==> src/rtl/spm_ctrl.sv <==
// spm_ctrl: sequencer for an external serial-parallel multiplier (SPM).
// Accepts a signed multiplicand a and a multiplier b, then drives the SPM:
// one clear cycle, then 2*W+1 shift cycles with b fed serially LSB first.
// The serial product bits are collected into a 2*W-bit result, which is
// offered with a valid/ready handshake.
// Build option: define SPM_CTRL_SIGNED_EN to sign-extend b (signed x signed);
// when it is left undefined, b is zero-extended (signed x unsigned).
module spm_ctrl #(
  parameter int W = 8
) (
  input  logic           clk,
  input  logic           rst,
  input  logic           in_valid,
  output logic           in_ready,
  input  logic [W-1:0]   a,
  input  logic [W-1:0]   b,
  output logic [W-1:0]   spm_x,
  output logic           spm_y,
  output logic           spm_clr,
  input  logic           spm_p,
  output logic           out_valid,
  input  logic           out_ready,
  output logic [2*W-1:0] prod
);

  localparam int PW = 2 * W;
  localparam int CW = $clog2(2 * W + 2);
  localparam logic [CW-1:0] LAST = CW'(PW);

  typedef enum logic [1:0] {
    IDLE,
    CLEAR,
    SHIFT,
    DONE
  } state_t;

  state_t          state;
  state_t          state_next;
  logic [CW-1:0]   cnt;
  logic [PW-1:0]   y_sr;
  logic [PW-1:0]   b_ext;
  logic            accept;

  assign accept = in_valid && in_ready;

`ifdef SPM_CTRL_SIGNED_EN
  assign b_ext = {{W{b[W-1]}}, b};
`else
  assign b_ext = {{W{1'b0}}, b};
`endif

  // The multiplier bit is only meaningful while shifting; y_sr[0] is the
  // bit for the current shift cycle.
  assign spm_y = (state == SHIFT) && y_sr[0];

  // Next-state logic for the IDLE -> CLEAR -> SHIFT -> DONE sequence.
  always_comb begin
    // NOTE: default assigned first so no path through the case leaves
    // state_next unassigned, which would otherwise infer a latch.
    state_next = state;
    case (state)
      IDLE:    if (accept)        state_next = CLEAR;
      CLEAR:                      state_next = SHIFT;
      SHIFT:   if (cnt == LAST)   state_next = DONE;
      DONE:    if (out_ready)     state_next = IDLE;
      default:                    state_next = IDLE;
    endcase
  end

  // State register.
  always_ff @(posedge clk or negedge rst) begin
    // NOTE: sequential state uses non-blocking assignments so every flop
    // samples pre-edge values regardless of statement order.
    if (!rst) state <= IDLE;
    else      state <= state_next;
  end

  // Operand latch, multiplier shift register, shift counter and product
  // collection. The extended b is shifted arithmetically, so in the final
  // shift cycle y_sr[0] already holds the extension bit.
  always_ff @(posedge clk or negedge rst) begin
    if (!rst) begin
      cnt   <= '0;
      y_sr  <= '0;
      spm_x <= '0;
      prod  <= '0;
    end else begin
      if (accept) begin
        spm_x <= a;
        y_sr  <= b_ext;
      end
      if (state == CLEAR) cnt <= '0;
      if (state == SHIFT) begin
        cnt  <= cnt + CW'(1);
        y_sr <= {y_sr[PW-1], y_sr[PW-1:1]};
        // The SPM output lags its input by one cycle, so the bit present
        // in shift cycle 0 carries nothing and is skipped.
        if (cnt != '0) prod <= {spm_p, prod[PW-1:1]};
      end
    end
  end

  // Registered handshake and clear flags, derived from the next state so
  // they line up with the state register; they take their reset values
  // while rst is low and settle one edge after release.
  always_ff @(posedge clk or negedge rst) begin
    if (!rst) begin
      in_ready  <= 1'b0;
      out_valid <= 1'b0;
      spm_clr   <= 1'b1;
    end else begin
      in_ready  <= (state_next == IDLE);
      out_valid <= (state_next == DONE);
      spm_clr   <= (state_next == CLEAR);
    end
  end

endmodule

==> config.mk <==
export PLATFORM = sky130hd
export DESIGN_NAME = spm_ctrl
export DESIGN_NICKNAME = d
export VERILOG_FILES = /design/src/rtl/spm_ctrl.sv
export SDC_FILE = /design/constraint.sdc
export NUM_CORES = 1
export LEC_CHECK = 0
export CAP_MARGIN = 20
export CORE_MARGIN = 4
export CORE_UTILIZATION = 38
export CTS_CLUSTER_DIAMETER = 120
export DETAILED_ROUTE_END_ITERATION = 12
export HOLD_SLACK_MARGIN = 0.06
export PLACE_DENSITY = 0.72
export SKIP_CTS_REPAIR_TIMING = 1
export SLEW_MARGIN = 10
export SYNTH_ARGS = -nofsm -noshare
export SYNTH_HDL_FRONTEND = slang
export SYNTH_SLANG_ARGS = --single-unit
==> constraint.sdc <==
create_clock -name clk -period 4.55 [get_ports clk]
set_input_delay 0.91 -clock clk [delete_from_list [all_inputs] [get_ports clk]]
set_output_delay 0.91 -clock clk [all_outputs]
set_load 0.005 [all_outputs]
-- After elaboration in Yosys (flattened, before gate mapping)
Index checks and enable logic that the tools add are counted.
- input bits: 21
- register bits after elaboration: 49
- word-level logic and storage cells: 31
- output and inout bits: 28
- mux-type cells: 8
- add/sub/neg operators: 1
- reduce and logical (&&, ||, !) cells: 8
- equal/unequal tests: 6
- operators by type and width (cell ; count):
    15-bit two-way mux ; 2
    5-bit two-way mux ; 2
    2-bit case mux with 4 select lines ; 1
    2-bit == test (second input constant) ; 3
    2-bit two-way mux ; 3
    5-bit by 1-bit adder with 5-bit output (second input constant) ; 1
    5-bit == test (second input constant) ; 1
    5-bit nonzero test ; 1
    2-bit by 1-bit == test with 1-bit output (second input constant) ; 2
    2-bit zero test ; 2
    2-bit nonzero test ; 2
    1-bit logical AND ; 2
    2-bit AND reduction ; 1

-- Depth between registers and ports, before layout
- depth after elaboration: 4
- depth in mapped cells: 6
- gate-level depth less buffers: 5

-- Least setup slack after synthesis
Ideal clock, no wire load.
- path kind: reg2out
- start point: register state[0]
- end point: output port spm_y
- required time: 3.640 ns
- buffers on the path: 2
- stages on the path, launching flop included: 6
- path slack: 2.444 ns
- data arrival time: 1.196 ns
- cells stage by stage: dfrtp_1 inv_1 ha_1 buf_2 clkbuf_1 and2_1
- word-level cells in the longest chain between the ends: 2
- ends and longest elaborated chain (what ; line ; text):
    start, declared ; 37 ; state_t state;
    start signal, assigned ; 75 ; else state <= state_next;
    2-bit == test ; 54 ; assign spm_y = (state == SHIFT) && y_sr[0];
    1-bit logical AND ; 54 ;
    end, declared ; 18 ; output logic spm_y,
Every way passes these cells.

-- Worst setup path in the final report
Ends and elaborated chain as after synthesis.

==> metrics.md <==
| Metric | Value |
|---|---|
| Tmin final | `2.52 ns` |
| Max Clk Rate | `397 MHz` |
| Worst vdd ir | `0.360 mV` |
| CP arrival | `1.61 ns` |
| Syn Inst Count | `163` |
| Core Area | `4750 um2` |
| CP Cell Sequence | `inv_1 -> ha_1 -> and2_1 -> clkdlybuf4s50_1` |
| Area grow syn2layout | `35.3%` |
| Drt drc | `0` |
| Worst setup SP type | `flop` |
| TritonRoute pass-1 iters | `4` |
| Crit Path Max Fanout | `6` |
| R2r setup slk | `2.49 ns` |
| Worst r2r dst | `prod[4]` |
| Share of layout cells above drive strength 1 | `0.146` |
| Netlist cell types | `32` |
| Fin crit share | `0.554` |
| Clk slew on worst S/H paths | `0.08 ns` |
| Synth area leader | `dfrtp_1` |
| Cells on worst reg2reg path | `5` |
| Layout fillers | `417` |
| Max cap viols | `0` |
| Diodes inserted | `0` |
| Tightest Pin Transition | `0.911 ns` |
| TritonCTS clock tree | `built` |
| Row count | `25` |
| Setup TNS | `0 ns` |
| Global-route wire length before repair | `5880 um` |
| CP endpoint kind | `output pin` |
| DP HPWL | `2320 um` |
| Post-route cell area | `2550 um2` |
| Pwr/cell area | `728 nW/um2` |
| Seq/Total Area, Yosys | `0.557` |
| Area contributors post-synth | `dfrtp_1, mux2_4, nand2_1` |
| CTS buffer count | `5` |
| Initial DRC count | `66` |
| Hold_sp | `spm_x[0]` |
| Nets | `238` |
| Port buffer count | `48` |
| Rel. slew slack | `0.392` |
| Static leakage | `1.17 nW` |
| CP max stage cell | `clkdlybuf4s50_1` |
| Antenna violations before repair | `0` |
| Post-synthesis cell area | `1890 um2` |
| Fin. max-slew vios | `0` |
| Fin Hold WS | `0.478 ns` |
| GR Overflow Total | `0` |
| Final Skew | `0.00450 ns` |
| Via Count | `1305` |
| Die area | `6160 um2` |
| Yosys warns | `0` |
| Final Hold Vio Count | `0` |
| Clk root buf | `clkbuf_8` |
| Min-Delay Endpoint | `spm_x[0]` |
| Gr usage total | `0.119` |
| H-Tree Level Count | `2` |
| CTS Sinks | `42` |
| RSZ-0062 raised after global routing | `no` |
| Vias in the first global route | `1357` |
| Clk buf depth | `2` |
| Area of the multi-input gates | `769 um2` |
| Critical Path Max Stage Delay | `0.50 ns` |
| Worst setup path class | `reg -> out` |
| Worst hold path type | `reg -> reg` |
| Drt total wl | `3330 um` |
| # setup viols final | `0` |
| Die height | `78.5 um` |
| Largest net degree at the start of global routing | `43` |
| Routed WL per cell | `11.9 um` |
| Initial core utilization | `0.397` |
| Number of routed nets with antenna violations | `0` |
| Worst-Skew Late Latency | `0.29 ns` |
| Worst hold path stage count | `2` |
| Synthesized area per cell | `11.6 um2` |
| DP Area | `2410 um2` |
| IO Pins | `49` |
| Share of the synthesized area in the top cell type | `0.543` |
| Area taken by flip-flops and latches | `1050 um2` |
| Global placement routability congestion | `0.755` |
| Status | `completed` |
| Chip width | `78.5 um` |
| Vias/cell | `4.66` |
| CP Data Required Time | `3.64 ns` |
| Net count after synthesis | `189` |
| Reg-to-reg startpoint | `cnt[0]` |
| #FFs+latches synth | `42` |
synthesized netlist by cell type:
master / n
a31oi_1: 1
a2bb2oi_1: 1
o21a_1: 1
o21ai_0: 11
buf_12: 1
o2bb2ai_1: 1
mux2_4: 10
mux2i_1: 8
nand3_1: 7
nor2b_1: 2
nor3_1: 1
nor4_1: 1
o31ai_1: 1
mux2_2: 6
nor2_1: 1
a21boi_0: 1
dfrtp_1: 41
and2_1: 2
a21oi_1: 3
or3_4: 1
o21ai_4: 1
or3b_4: 1
nand3b_1: 1
o221ai_1: 1
clkbuf_1: 5
a211oi_2: 1
nand2_1: 38
buf_2: 1
ha_1: 5
inv_1: 6
a211oi_1: 1
dfstp_2: 1
logic make-up (layout without fill, tap and decap cells):
| logic type | count (synthesis) | count (layout) | synth area share |
|---|---|---|---|
| multiplexers | 24 | 24 | 0.158 |
| adder cells (fa/ha/maj) | 5 | 5 | 0.0331 |
| AO/OA/AOI/OAI | 24 | 24 | 0.0855 |
| AND/OR/NAND/NOR | 55 | 55 | 0.131 |
| flip-flops | 42 | 42 | 0.557 |
| buffers and inverters | 13 | 63 | 0.0351 |
metal layers:
layer  vias up  GRT usage  share of wire
met5         -          0              0
met4         0     0.0420         0.0087
met3         2     0.0275          0.045
met2        33      0.198           0.49
met1       621      0.151           0.45
li1        649          -              -
stage by stage:
step           power (W)  instances  worst slack (ns)   util
3_5_place_dp     0.00152        272              2.16  0.507
6_report         0.00186        280              2.03  0.537
5_1_grt          0.00200        280              1.94  0.537
3_3_place_gp     0.00150        272              2.20  0.507
4_1_cts          0.00188        280              2.00  0.537
2_1_floorplan    0.00119        163              2.44      -
sequential cells by signal, summed over array words and instances (netlist names):
name and cells:
out_valid 1, state 2, prod 16, y_sr 8
in_ready 1, spm_x 8, cnt 5, spm_clr 1
how the worst max path moves through the flow:
stage              from      end  slack (ns)
6_report       state[0]    spm_y        2.03
5_1_grt        state[0]    spm_y        1.94
4_1_cts        state[0]    spm_y        2.00
3_5_place_dp   in_valid  y_sr[6]        2.16
3_3_place_gp   in_valid  y_sr[0]        2.20
2_1_floorplan  state[0]    spm_y        2.44
report_power, final:
group	total (W)	internal (W)	switching (W)	leakage [nW]
Combinational	0.000833	0.000504	0.000329	0.583
Sequential	0.000669	0.000549	0.000120	0.517
Clock	0.000357	0.000234	0.000123	0.0714
layout by cell type (no fill, tap or decap), drive strengths merged, types with 5 or more instances in the layout:
master / n
clkdlybuf4s50: 47
mux2: 16
clkbuf: 6
mux2i: 8
o21ai: 12
ha: 5
inv: 6
dfrtp: 41
nand3: 7
nand2: 38
critical path, delay by kind of cell, from the launching register on:
family                     cells  cell delay, ns
buffers and inverters          2            0.60
DFF                            1            0.44
adders and majority gates      1            0.16
and+or+nand+nor                1            0.13
area by class of cell:
| cell class | count | area share |
|---|---|---|
| Multi-Input combinational cell | 108 | 0.301 |
| Inverter | 6 | 0.00882 |
| Clock buffer | 6 | 0.0323 |
| Tap cell | 67 | 0.0328 |
| Sequential cell | 42 | 0.412 |
| Clock inverter | 2 | 0.0235 |
| Timing Repair Buffer | 49 | 0.189 |
No activity file was read; power rests on OpenSTA's default activity.
